--- src/rtl/ip_pad_switch_pkg.sv ---
// Shared types and constants for the pad-ring hand-over controller.
// The optional quiesce timeout is enabled with IP_PAD_SWITCH_TIMEOUT_EN.
package ip_pad_switch_pkg;

    localparam int IP_SEL_W           = 3;
    localparam int PAD_NUM            = 82;
    localparam int GUARD_CYCLES_DEF   = 4;
    localparam int RST_CYCLES_DEF     = 8;
    localparam int TIMEOUT_CYCLES_DEF = 256;

    localparam logic [2:0] S_RELEASE    = 3'd0;
    localparam logic [2:0] S_ACTIVE     = 3'd1;
    localparam logic [2:0] S_QUIESCE    = 3'd2;
    localparam logic [2:0] S_GUARD_PRE  = 3'd3;
    localparam logic [2:0] S_SWITCH     = 3'd4;
    localparam logic [2:0] S_GUARD_POST = 3'd5;

    typedef enum logic [2:0] {
        ST_RELEASE    = S_RELEASE,
        ST_ACTIVE     = S_ACTIVE,
        ST_QUIESCE    = S_QUIESCE,
        ST_GUARD_PRE  = S_GUARD_PRE,
        ST_SWITCH     = S_SWITCH,
        ST_GUARD_POST = S_GUARD_POST
    } sw_state_e;

    // Wide enough to hold the largest phase length itself, not just length-1.
    function automatic int cnt_width(input int a, input int b, input int c);
        int m;
        m = a;
        if (b > m) m = b;
        if (c > m) m = c;
        return (m < 1) ? 1 : $clog2(m + 1);
    endfunction

    localparam int CNT_W_DEF = cnt_width(GUARD_CYCLES_DEF, RST_CYCLES_DEF, TIMEOUT_CYCLES_DEF);

endpackage

--- src/rtl/ip_pad_switch_ctrl_cnt.sv ---
// Loadable down-counter with zero flag, shared by the guard, release and
// quiesce-timeout phases of the pad switch controller.
module ip_pad_switch_cnt
    import ip_pad_switch_pkg::*;
#(
    parameter int W = CNT_W_DEF
) (
    input  logic         clk_i,
    input  logic         rst_i,
    input  logic         load_i,
    input  logic [W-1:0] load_val_i,
    input  logic         dec_i,
    output logic         zero_o
);

    logic [W-1:0] cnt_q;

    always_ff @(posedge clk_i) begin
        if (rst_i) begin
            cnt_q <= '0;
        end else if (load_i) begin
            cnt_q <= load_val_i;
        end else if (dec_i && (cnt_q != '0)) begin
            cnt_q <= cnt_q - W'(1);
        end
    end

    assign zero_o = (cnt_q == '0);

endmodule

--- src/rtl/ip_pad_switch_ctrl.sv ---
// Pad-ring hand-over sequencer: quiesce -> force OE off -> switch mux ->
// reset new IP -> release. Optional quiesce timeout: IP_PAD_SWITCH_TIMEOUT_EN.
//
// state      | meaning
// RELEASE    | new IP held in reset, pads still forced to input
// ACTIVE     | current IP owns the pads, ip_sel_i monitored
// QUIESCE    | waiting for the current IP to acknowledge idle
// GUARD_PRE  | OE forced low before the mux switch
// SWITCH     | mux select updated, old and new IP put into reset
// GUARD_POST | OE forced low after the mux switch
module ip_pad_switch_ctrl
    import ip_pad_switch_pkg::*;
#(
    parameter int NUM_IP         = 3,
    parameter int GUARD_CYCLES   = GUARD_CYCLES_DEF,
    parameter int RST_CYCLES     = RST_CYCLES_DEF,
    parameter int TIMEOUT_CYCLES = TIMEOUT_CYCLES_DEF
) (
    input  logic                clk_i,
    input  logic                rst_i,
    input  logic [IP_SEL_W-1:0] ip_sel_i,
    input  logic [NUM_IP-1:0]   quiesce_ack_i,
    output logic [NUM_IP-1:0]   quiesce_req_o,
    output logic [IP_SEL_W-1:0] mux_sel_o,
    output logic                oe_force_off_o,
    output logic [NUM_IP-1:0]   ip_rst_o,
    output logic                busy_o,
    output logic                done_o,
    output logic                sel_err_o,
    output logic                timeout_o
);

`ifdef IP_PAD_SWITCH_TIMEOUT_EN
    localparam int TO_LEN = TIMEOUT_CYCLES;
`else
    localparam int TO_LEN = (TIMEOUT_CYCLES > 0) ? 1 : 1;
`endif
    localparam int CNT_W = cnt_width(GUARD_CYCLES, RST_CYCLES, TO_LEN);
    localparam logic [IP_SEL_W:0] NUM_IP_V = (IP_SEL_W + 1)'(NUM_IP);

    sw_state_e             state_q, state_d;
    logic [IP_SEL_W-1:0]   cur_sel, tgt_sel;
    logic [NUM_IP-1:0]     cur_oh, tgt_oh;
    logic                  ack_cur, sel_illegal, sel_change;
    logic                  counted, cnt_run_q, cnt_done, cnt_zero, cnt_load, cnt_dec;
    logic                  to_expire;
    logic [CNT_W-1:0]      cnt_len;

    assign cur_oh      = NUM_IP'(1) << cur_sel;
    assign tgt_oh      = NUM_IP'(1) << tgt_sel;
    assign ack_cur     = |(quiesce_ack_i & cur_oh);
    assign sel_illegal = ({1'b0, ip_sel_i} >= NUM_IP_V);
    assign sel_change  = (ip_sel_i != cur_sel) && !sel_illegal;

    always_comb begin
        counted = 1'b0;
        cnt_len = CNT_W'(1);
        case (state_q)
            ST_RELEASE:    begin counted = 1'b1; cnt_len = CNT_W'(RST_CYCLES);   end
            ST_GUARD_PRE,
            ST_GUARD_POST: begin counted = 1'b1; cnt_len = CNT_W'(GUARD_CYCLES); end
`ifdef IP_PAD_SWITCH_TIMEOUT_EN
            ST_QUIESCE:    begin counted = 1'b1; cnt_len = CNT_W'(TO_LEN);       end
`endif
            default: ;
        endcase
    end

    // The first cycle of a counted phase loads length-2, so the zero flag
    // lands exactly on the phase's last cycle; length 1 finishes immediately.
    assign cnt_done = counted && (cnt_run_q ? cnt_zero : (cnt_len == CNT_W'(1)));
    assign cnt_load = counted && !cnt_run_q && !cnt_done;
    assign cnt_dec  = counted && cnt_run_q;

`ifdef IP_PAD_SWITCH_TIMEOUT_EN
    assign to_expire = cnt_done;
`else
    assign to_expire = 1'b0;
`endif

    ip_pad_switch_cnt #(.W(CNT_W)) u_cnt (
        .clk_i      (clk_i),
        .rst_i      (rst_i),
        .load_i     (cnt_load),
        .load_val_i (cnt_len - CNT_W'(2)),
        .dec_i      (cnt_dec),
        .zero_o     (cnt_zero)
    );

    always_comb begin
        state_d = state_q;
        case (state_q)
            ST_RELEASE:    if (cnt_done) state_d = ST_ACTIVE;
            ST_ACTIVE:     if (sel_change) state_d = ST_QUIESCE;
            ST_QUIESCE:    if (ack_cur || to_expire) state_d = ST_GUARD_PRE;
            ST_GUARD_PRE:  if (cnt_done) state_d = ST_SWITCH;
            ST_SWITCH:     state_d = ST_GUARD_POST;
            ST_GUARD_POST: if (cnt_done) state_d = ST_RELEASE;
            default:       state_d = ST_RELEASE;
        endcase
    end

    always_ff @(posedge clk_i) begin
        if (rst_i) begin
            state_q        <= ST_RELEASE;
            cnt_run_q      <= 1'b0;
            cur_sel        <= '0;
            tgt_sel        <= '0;
            mux_sel_o      <= '0;
            oe_force_off_o <= 1'b1;
            ip_rst_o       <= '1;
            quiesce_req_o  <= '0;
            busy_o         <= 1'b1;
            done_o         <= 1'b0;
            sel_err_o      <= 1'b0;
        end else begin
            state_q   <= state_d;
            cnt_run_q <= counted && (state_d == state_q);
            done_o    <= 1'b0;
            case (state_q)
                ST_RELEASE: begin
                    if (cnt_done) begin
                        ip_rst_o       <= ip_rst_o & ~tgt_oh;
                        oe_force_off_o <= 1'b0;
                        busy_o         <= 1'b0;
                        done_o         <= 1'b1;
                        cur_sel        <= tgt_sel;
                    end
                end
                ST_ACTIVE: begin
                    if (sel_illegal) begin
                        sel_err_o <= 1'b1;
                    end else if (sel_change) begin
                        tgt_sel       <= ip_sel_i;
                        busy_o        <= 1'b1;
                        quiesce_req_o <= cur_oh;
                    end
                end
                ST_QUIESCE: begin
                    if (ack_cur || to_expire) begin
                        quiesce_req_o  <= '0;
                        oe_force_off_o <= 1'b1;
                    end
                end
                ST_SWITCH: begin
                    ip_rst_o  <= ip_rst_o | cur_oh | tgt_oh;
                    mux_sel_o <= tgt_sel;
                end
                default: ;
            endcase
        end
    end

`ifdef IP_PAD_SWITCH_TIMEOUT_EN
    // An ack arriving in the expiry cycle wins over the timeout.
    always_ff @(posedge clk_i) begin
        if (rst_i) begin
            timeout_o <= 1'b0;
        end else if ((state_q == ST_QUIESCE) && to_expire && !ack_cur) begin
            timeout_o <= 1'b1;
        end
    end
`else
    assign timeout_o = 1'b0;
`endif

endmodule

--- config.mk ---
export PLATFORM = sky130hd
export DESIGN_NAME = ip_pad_switch_ctrl
export DESIGN_NICKNAME = d
export VERILOG_FILES = /design/src/rtl/ip_pad_switch_pkg.sv /design/src/rtl/ip_pad_switch_ctrl_cnt.sv /design/src/rtl/ip_pad_switch_ctrl.sv
export SDC_FILE = /design/constraint.sdc
export NUM_CORES = 1
export LEC_CHECK = 0
export CORE_MARGIN = 8
export CORE_UTILIZATION = 35
export CTS_CLUSTER_DIAMETER = 120
export DETAILED_ROUTE_END_ITERATION = 7
export PLACE_DENSITY = 0.66
export SETUP_SLACK_MARGIN = 0.05
export SYNTH_ARGS = -nofsm -noshare
export SYNTH_HDL_FRONTEND = slang
export SYNTH_SLANG_ARGS = --single-unit
--- constraint.sdc ---
create_clock -name clk_i -period 4.6 [get_ports clk_i]
set_input_delay 0.92 -clock clk_i [delete_from_list [all_inputs] [get_ports clk_i]]
set_output_delay 0.92 -clock clk_i [all_outputs]
set_load 0.01 [all_outputs]
==> impl_metrics.ini, run 1 <==
[outcome]
status = finished clean

[die]
die_y_um = 78.6
fp.coreArea_mm2 = 0.00372
rows = 22
dieWidth_um = 78.6
start_util = 0.369
die_area_mm2 = 0.00617
io_pins = 22

[sta]
fin_crit_ns = 2.57
setup_viol = 0
rsz0062_at_grt = no
relSlewSlack = 0.452
fin_tns_setup_ns = 0
hold_slack_ns = 0.459
max_freq_ghz = 0.390
clock-skew-final_ns = 0.00590
finalHoldViolations = 0
tightest_slew_ns = 0.820
maxSlewViolCount = 0
post-route-period-util = 0.558

[cells_and_area]
multi_input_area_um2 = 753
diodes = 0
drive_gt1_frac = 0.0833
final_cell_mix = nand2_1, dfxtp_1, clkdlybuf4s50_1
final_nets = 193
area_growth_pct = 18.6
final_common_cell = nand2_1
seq_area_um2 = 541
fillers = 390
final_cell_area_mm2 = 0.00163

[cts]
htree_levels = 1
clk_latency_ns = 0.28
postCtsSetupBuffers = 0
holdBufCountCts = 0
cts_buffer_depth = 2
cts-buffers-inserted = 3
cts.clk_slew.worst_paths_ns = 0.10
ctsResizeCount = 0
cts-root-buf = clkbuf_8
cts_tree = built
cts_sinks = 27

[synth]
synth_area_leaders = dfxtp_1, nand2_1, a21oi_1
netlist_instances = 163
async_reset_ff_frac = 0
syn-cell-area_mm2 = 0.00137
synth-seq-area-share = 0.395
ys_seq_elements = 27
synth_nets = 175
synth_top_area_share = 0.395
yosysWarnings = 0
synth.distinct_cells = 46
ys.flop_type = dfxtp_1
synth_edf_count = 0
yosysTopAreaCell = dfxtp_1
syn_avg_cell_area_um2 = 8.41

[detailed_routing]
dr.pass1.iters = 4
via_per_inst = 5.16
drt-initial-drc-count = 45
vias = 1176
wl_per_cell_um = 13.5
drc_errors = 0
ant_nets = 0
wl_mm = 3.08

[global_route]
grt_start_max_net_pins = 22
antenna_found_initial = 0
grt_pass1_wl_mm = 5.25
grt_overflow_total = 0
grt.total_usage = 0.101
grt_pass1_vias = 1130

[critical_path]
worstPathArrival_ns = 2.74
slowest_delay_ns = 0.43
cp_max_fo = 11
cp-end-kind = register
path_cells = inv_1 > nor2_1 > o21ai_0 > ha_1 > nand2b_1 > a21oi_1 > nand3_1 > o22ai_1 > nand2_1
required_ns = 4.77
slowest_stage = nand3_1
cp-start-kind = register
path_class = register to register

[place]
gp_congestion = 0.811
dp_hpwl_mm = 2.27
io_buffers = 20
placed_area_mm2 = 0.00158

[min_path]
worst_hold_path_type = register to register

[power_and_ir_drop]
power.density_mw_per_mm2 = 460
leakagePower_uw = 0.000596
p_total_uw = 747
vdd_ir_drop_max_v = 0.000251

[flow_run]
maxCapViolations = 0
## power by group
| part | switching (µW) | internal [µW] | leakage (µW) |
|---|---|---|---|
| Clock | 81.1 | 61.5 | 0.0000217 |
| Sequential | 34.5 | 277 | 0.000220 |
| Combinational | 151 | 141 | 0.000354 |
| Total | 267 | 480 | 0.000596 |
## state kept, by name, summed over array words and instances, names as in the netlist
name	flops
state_q	3
oe_force_off_o	1
tgt_sel	3
cur_sel	3
quiesce_req_o	3
cnt_run_q	1
sel_err_o	1
u_cnt.cnt_q	4
ip_rst_o	3
busy_o	1
done_o	1
mux_sel_o	3
## metrics by stage
stage / cells / setup slack [ns] / util
finish: 228 / 2.03 / 0.437
global placement: 224 / 1.76 / 0.424
floorplan: 163 / 2.43 / -
CTS: 228 / 2.03 / 0.437
detailed placement: 224 / 1.73 / 0.424
global route: 228 / 1.80 / 0.437
## worst max-delay path: cells and delay by family, from the launching register on
kind / cells / cell delay [ns]
adder cells (fa/ha/maj): 1 / 0.23
AO/OA/AOI/OAI: 3 / 0.96
AND/OR/NAND/NOR: 4 / 0.67
flip-flops: 1 / 0.42
buffers and inverters: 1 / 0.19
## cells in the mapped netlist (4+ instances only)
cell	n
inv_1	5
a21oi_1	14
dfxtp_1	27
nand3_1	4
nand2_1	29
ha_1	4
mux2i_1	5
nor3_1	6
or3_1	4
o32ai_1	4
nor2_1	14
o22ai_1	4
## final timing paths
| kind | startpoint | endpoint | slack [ns] | cells after the start |
|---|---|---|---|---|
| min reg2reg | mux_sel_o[1]$_SDFFE_PP0P_ | mux_sel_o[1]$_SDFFE_PP0P_ | 0.46 | 2 |
| min | mux_sel_o[1]$_SDFFE_PP0P_ | mux_sel_o[1]$_SDFFE_PP0P_ | 0.46 | 2 |
| max reg2reg | state_q[1]$_SDFF_PP0_ | ip_rst_o[0]$_SDFFE_PP1P_ | 2.03 | 9 |
| max | state_q[1]$_SDFF_PP0_ | ip_rst_o[0]$_SDFFE_PP1P_ | 2.03 | 9 |
## cell families after synthesis
| family | count (synthesis) | share of synthesized area |
|---|---|---|
| simple gates | 71 | 0.251 |
| other cells | 1 | 0.00274 |
| flops | 27 | 0.395 |
| compound gates | 41 | 0.216 |
| fa+ha+maj | 4 | 0.0365 |
| mux | 5 | 0.0365 |
| xor+xnor | 1 | 0.00639 |
| buf+inv | 13 | 0.0557 |
## cell type report
cell class                      instances  share of cell area
Timing Repair Buffer                   20               0.123
Sequential cell                        27               0.333
Clock buffer                            3              0.0254
Inverter                                6              0.0139
Tap cell                               48              0.0370
Clock inverter                          1             0.00462
Multi-Input combinational cell        123               0.463
## routing by layer
layer  global-route usage  part of all wire  vias to the layer above
met5                    0                 0                        -
met4               0.0278            0.0062                        0
met3               0.0308             0.067                        2
met2                0.140              0.40                       27
met1                0.145              0.53                      532
li1                     -                 -                      615
No activity file was read; power rests on OpenSTA's default activity.
==> run 2, diff against run 1 <==
--- a/config.mk
+++ b/config.mk
@@ -9,7 +9,7 @@
 export CORE_UTILIZATION = 35
 export CTS_CLUSTER_DIAMETER = 120
 export DETAILED_ROUTE_END_ITERATION = 7
-export PLACE_DENSITY = 0.66
+export PLACE_DENSITY = 0.68
 export SETUP_SLACK_MARGIN = 0.05
 export SYNTH_ARGS = -nofsm -noshare
 export SYNTH_HDL_FRONTEND = slang
==> constraint.sdc (replaced) <==
create_clock -name clk_i -period 2.1 [get_ports clk_i]
set_input_delay 0.42 -clock clk_i [delete_from_list [all_inputs] [get_ports clk_i]]
set_output_delay 0.42 -clock clk_i [all_outputs]
set_load 0.01 [all_outputs]
==> run 2 against run 1 <==
Core utilization rose by 3.3 points. Routed wire length grew 1.4%. Worst hold slack worse by 0.00085 ns. Die area did not move. First-iteration DRC count is 2.2% higher. Non-clock buffer count is 13 higher. Fmax rose by 33%. Highest routed layer unchanged. Worst setup slack got worse by 1.9 ns. Global-route usage is 0.20 points higher. Sequential share of layout area down 2.3 points. Sequential power up 110%.
==> impl_metrics.ini, run 2 (synthesis results as in run 1) <==
[outcome]
status = finished clean

[min_path]
hold_path_startpoint = mux_sel_o[0]$_SDFFE_PP0P_
worst_hold_path_type = register to register
min_to = mux_sel_o[0]$_SDFFE_PP0P_
hold_path_depth = 2

[cts]
holdBufCountCts = 0
cts_tree = built
cts_buffer_depth = 2
cts.clk_slew.worst_paths_ns = 0.09
cts-root-buf = clkbuf_8
cts_sinks = 27
cts-buffers-inserted = 3
clk_latency_ns = 0.27
htree_levels = 1

[critical_path]
critPathTopFamily = compound AO/OA/AOI/OAI gates
path_cells = nor2_1 > o21ai_2 > ha_1 > nand2b_1 > a211o_1 > o311a_2 > and2b_1 > o31a_1
r2r_slack_ns = 0.17
timing.rr.end = state_q[0]$_SDFF_PP0_
required_ns = 2.27
path_class = register to register
cp-end-kind = register
slowest_delay_ns = 0.40
slowest_stage = dfxtp_1
worstPathArrival_ns = 2.09
crit_buf_inv = 0
cp_max_fo = 5
rr_startpoint = state_q[2]$_SDFF_PP0_
reg2reg_depth = 8
cp-start-kind = register

[die]
start_util = 0.369
io_pins = 22
rows = 22
die_y_um = 78.6
dieWidth_um = 78.6
fp.coreArea_mm2 = 0.00372
die_area_mm2 = 0.00617

[power_and_ir_drop]
leakagePower_uw = 0.000666
p_switching_uw = 609
combinationalPowerShare = 0.444
p_int_uw = 1130
p_total_uw = 1740
seqPwrFrac = 0.385
p_sw_frac = 0.350
pwr-share-clk = 0.171
vdd_ir_drop_max_v = 0.000513
power.density_mw_per_mm2 = 995

[sta]
hold_slack_ns = 0.458
post-route-period-util = 0.918
fin_crit_ns = 1.93
setup_viol = 0
clock-skew-final_ns = 0.00538
finalHoldViolations = 0
max_freq_ghz = 0.519
maxSlewViolCount = 0
rsz0062_at_grt = no

[cells_and_area]
fin_cells = 241
largest_reg_flops = 4
final_cell_mix = nand2_1, dfxtp_1, clkdlybuf4s50_1
seq_area_um2 = 541
area_growth_pct = 27.5
final_common_cell = nand2_1
final_nets = 206
largest_register = u_cnt.cnt_q
multi_input_area_um2 = 779
fillers = 403
diodes = 0
drive_gt1_frac = 0.171

[detailed_routing]
ant_nets = 0
drc_errors = 0
wl_per_cell_um = 13.0
vias = 1228
dr.pass1.iters = 4
via_per_inst = 5.10
wl_mm = 3.12
drt-initial-drc-count = 46

[global_route]
grt_pass1_vias = 1196
grt_start_max_net_pins = 16
grt.total_usage = 0.103
grt_overflow_total = 0
antenna_found_initial = 0
grt_pass1_wl_mm = 5.34

[flow_run]
maxCapViolations = 0

[place]
gp_congestion = 0.812
io_buffers = 20
placedCellCount = 237
dp_hpwl_mm = 2.37
==> run 2: changes by cell type in the layout (fill, tap and decap cells not counted), sizes merged <==
cell | previous run | this run
clkinvlp | 1 | 0
buf | 0 | 13
clkinv | 1 | 2
==> run 2: worst max-delay path by stage <==
stage / end / from / cells after the start / slack, ns
final: state_q[0]$_SDFF_PP0_ / state_q[2]$_SDFF_PP0_ / 8 / 0.17
after global routing: state_q[0]$_SDFF_PP0_ / state_q[0]$_SDFF_PP0_ / 9 / 0.05
after CTS: state_q[0]$_SDFF_PP0_ / state_q[2]$_SDFF_PP0_ / 8 / 0.11
after detailed placement: state_q[0]$_SDFF_PP0_ / ip_sel_i[0] / 7 / -0.09
after global placement: state_q[0]$_SDFF_PP0_ / ip_sel_i[0] / 7 / -0.05
after floorplan: state_q[0]$_SDFF_PP0_ / state_q[1]$_SDFF_PP0_ / 10 / 0.1
==> run 2: per-layer routing <==
layer,vias to the layer above,track usage,part of all wire
met1,561,0.138,0.52
met5,-,0,0
met4,0,0.0222,0.012
met3,4,0.0364,0.056
li1,639,-,-
met2,24,0.153,0.41
==> run 2: cell type report <==
cell class | instances | share of cell area
multi-input combinational | 123 | 0.446
sequential | 27 | 0.309
timing repair buffer | 33 | 0.170
tap | 48 | 0.0344
clock buffer | 3 | 0.0236
inverter | 6 | 0.0129
clock inverter | 1 | 0.00287
==> run 2: worst reg2reg max path, delay by kind of cell, from the launching register on <==
family / cells / cell delay, ns
adders and majority gates: 1 / 0.20
DFF: 1 / 0.40
AOI/OAI and AO/OA: 4 / 0.87
and+or+nand+nor: 3 / 0.35
==> run 2: what timing repair did <==
action                                  CTS  global route
resized for setup                         0             4
endpoints found under the setup margin    0             7
setup buffers                             0             0
endpoints found under the hold margin     0             0
==> run 2: stage by stage <==
step | setup TNS [ns] | setup slack, ns | area [µm²] | util
after global routing | 0 | 0.0519 | 1750 | 0.470
final | 0 | 0.173 | 1750 | 0.470
after floorplan | 0 | 0.0961 | 1380 | -
after global placement | -0.141 | -0.0453 | 1680 | 0.453
after CTS | 0 | 0.112 | 1730 | 0.465
after detailed placement | -0.389 | -0.0921 | 1680 | 0.453
==> run 2: power by group through the flow <==
stage / Sequential [µW] / Clock (µW) / Combinational [µW]
after floorplan: 689 / 0 / 474
after global placement: 679 / 0 / 742
after detailed placement: 681 / 0 / 746
after CTS: 670 / 305 / 753
after global routing: 683 / 329 / 855
final: 670 / 296 / 772
==> run 3, diff against run 2 <==
--- a/config.mk
+++ b/config.mk
@@ -5,11 +5,11 @@
 export SDC_FILE = /design/constraint.sdc
 export NUM_CORES = 1
 export LEC_CHECK = 0
-export CORE_MARGIN = 8
+export CORE_MARGIN = 2
 export CORE_UTILIZATION = 35
 export CTS_CLUSTER_DIAMETER = 120
 export DETAILED_ROUTE_END_ITERATION = 7
-export PLACE_DENSITY = 0.68
+export PLACE_DENSITY_LB_ADDON = 0.12
 export SETUP_SLACK_MARGIN = 0.05
 export SYNTH_ARGS = -nofsm -noshare
 export SYNTH_HDL_FRONTEND = slang
==> run 3 against run 2 <==
Worst setup slack better by 0.0032 ns. Sequential cell count did not move. Sequential share of layout area rose by 0.14 points. Final cell count fell by 0.41%. Routed wire length increased by 5.0%. Global-route usage grew 6.6 points. Register-to-register slack is essentially flat. Cell area unchanged. Clock power up 6%.
==> impl_metrics.ini, run 3 (synthesis results as in run 1) <==
[outcome]
status = finished clean

[critical_path]
worstPathArrival_ns = 2.11
critPathTopFamily = compound AO/OA/AOI/OAI gates
path_cells = nor2b_1 > o21ai_2 > ha_1 > nand2b_1 > a211o_1 > o311a_2 > and2b_1 > o31a_1
crit_buf_inv = 0
slowest_delay_ns = 0.34
required_ns = 2.28
slowest_stage = dfxtp_2
path_class = register to register
cp-start-kind = register
cp-end-kind = register
cp_max_fo = 4

[sta]
post-route-period-util = 0.916
max_freq_ghz = 0.520
hold_slack_ns = 0.444
clock-skew-final_ns = 0.00439
maxSlewViolCount = 0
fin_crit_ns = 1.92
fin_ws_ns = 0.176
rsz0062_at_grt = no
finalHoldViolations = 0
setup_viol = 0
fin_tns_setup_ns = 0

[cells_and_area]
fin_cells = 240
final_nets = 205
final_common_cell = nand2_1
drive_gt1_frac = 0.177
diodes = 0
largest_register = u_cnt.cnt_q
area_growth_pct = 27.5
final_cell_mix = nand2_1, dfxtp_1, clkdlybuf4s50_1
seq_area_um2 = 543
largest_reg_flops = 4
multi_input_area_um2 = 785
fillers = 375

[die]
io_pins = 22
start_util = 0.369
rows = 22
fp.coreArea_mm2 = 0.00372
die_area_mm2 = 0.00443
dieWidth_um = 66.6
die_y_um = 66.6

[min_path]
worst_hold_path_type = register to register

[power_and_ir_drop]
p_total_uw = 1770
vdd_ir_drop_max_v = 0.000399
power.density_mw_per_mm2 = 1010
leakagePower_uw = 0.000666

[cts]
clk_latency_ns = 0.28
cts-buffers-inserted = 3
cts_sinks = 27
cts.clk_slew.worst_paths_ns = 0.10
cts-root-buf = clkbuf_8
cts_buffer_depth = 2
htree_levels = 1
cts_tree = built
holdBufCountCts = 0

[place]
dp_hpwl_mm = 2.44
io_buffers = 20
gp_congestion = 0.840
dp_slack_ns = -0.109
placedCellCount = 236

[global_route]
grt_pass1_wl_mm = 5.57
grt_start_max_net_pins = 16
antenna_found_initial = 0
grt_overflow_total = 0
grt_pass1_vias = 1189
grt.total_usage = 0.169

[detailed_routing]
dr.pass1.iters = 4
drt-initial-drc-count = 50
ant_nets = 0
drc_errors = 0
via_per_inst = 5.15
wl_per_cell_um = 13.7
vias = 1237
wl_mm = 3.28

[flow_run]
maxCapViolations = 0
[run 3: cell count changes in the layout (fill, tap and decap cells not counted)]
cell     change
dfxtp_2      +2
ha_2         -1
nor2_1       -1
ha_1         +1
nor2_4       +1
dfxtp_1      -2
buf_4        -1
[run 3: area by class of cell]
cell class | instances | area share
Clock buffer | 3 | 0.0236
Clock inverter | 1 | 0.00287
Inverter | 6 | 0.0129
Multi-Input combinational cell | 123 | 0.449
Sequential cell | 27 | 0.311
Tap cell | 48 | 0.0344
Timing Repair Buffer | 32 | 0.166
[run 3: worst register-to-register path, stage by stage, from the launching register on]
cell	delay [ns]
dfxtp_2	0.34
nor2b_1	0.14
o21ai_2	0.20
ha_1	0.19
nand2b_1	0.10
a211o_1	0.31
o311a_2	0.14
and2b_1	0.16
o31a_1	0.23
[run 3: repair_timing]
item                       in CTS  in global routing
gates resized for setup         0                  7
setup endpoints to repair       0                 11
buffers inserted                0                  0
[run 3: layer usage]
metal  routed length (µm)  share of wire  vias to the layer above  global-route usage
met4                   65          0.020                        0              0.0918
met1                 1620           0.49                      563               0.226
met5                    0              0                        -                   0
met3                  124          0.038                        5              0.0236
li1                     -              -                      638                   -
met2                 1470           0.45                       31               0.260
[run 3: power by group]
group,total [µW],switching [µW],internal (µW),leakage [µW]
sequential,679,70.3,609,0.000221
combinational,775,385,391,0.000420
clock,313,179,134,0.0000255
[run 3: metrics by stage]
step	utilization	area, µm²
6_report	0.470	1750
5_1_grt	0.470	1750
4_1_cts	0.463	1720
3_5_place_dp	0.451	1680
3_3_place_gp	0.451	1680
2_1_floorplan	-	1380
[run 3: worst paths after layout]
check | slack (ns) | from | to | cells after the start
max | 0.18 | state_q[2]$_SDFF_PP0_ | state_q[0]$_SDFF_PP0_ | 8
min reg2reg | 0.44 | state_q[2]$_SDFF_PP0_ | state_q[1]$_SDFF_PP0_ | 1
max reg2reg | 0.18 | state_q[2]$_SDFF_PP0_ | state_q[0]$_SDFF_PP0_ | 8
min | 0.44 | state_q[2]$_SDFF_PP0_ | state_q[1]$_SDFF_PP0_ | 1
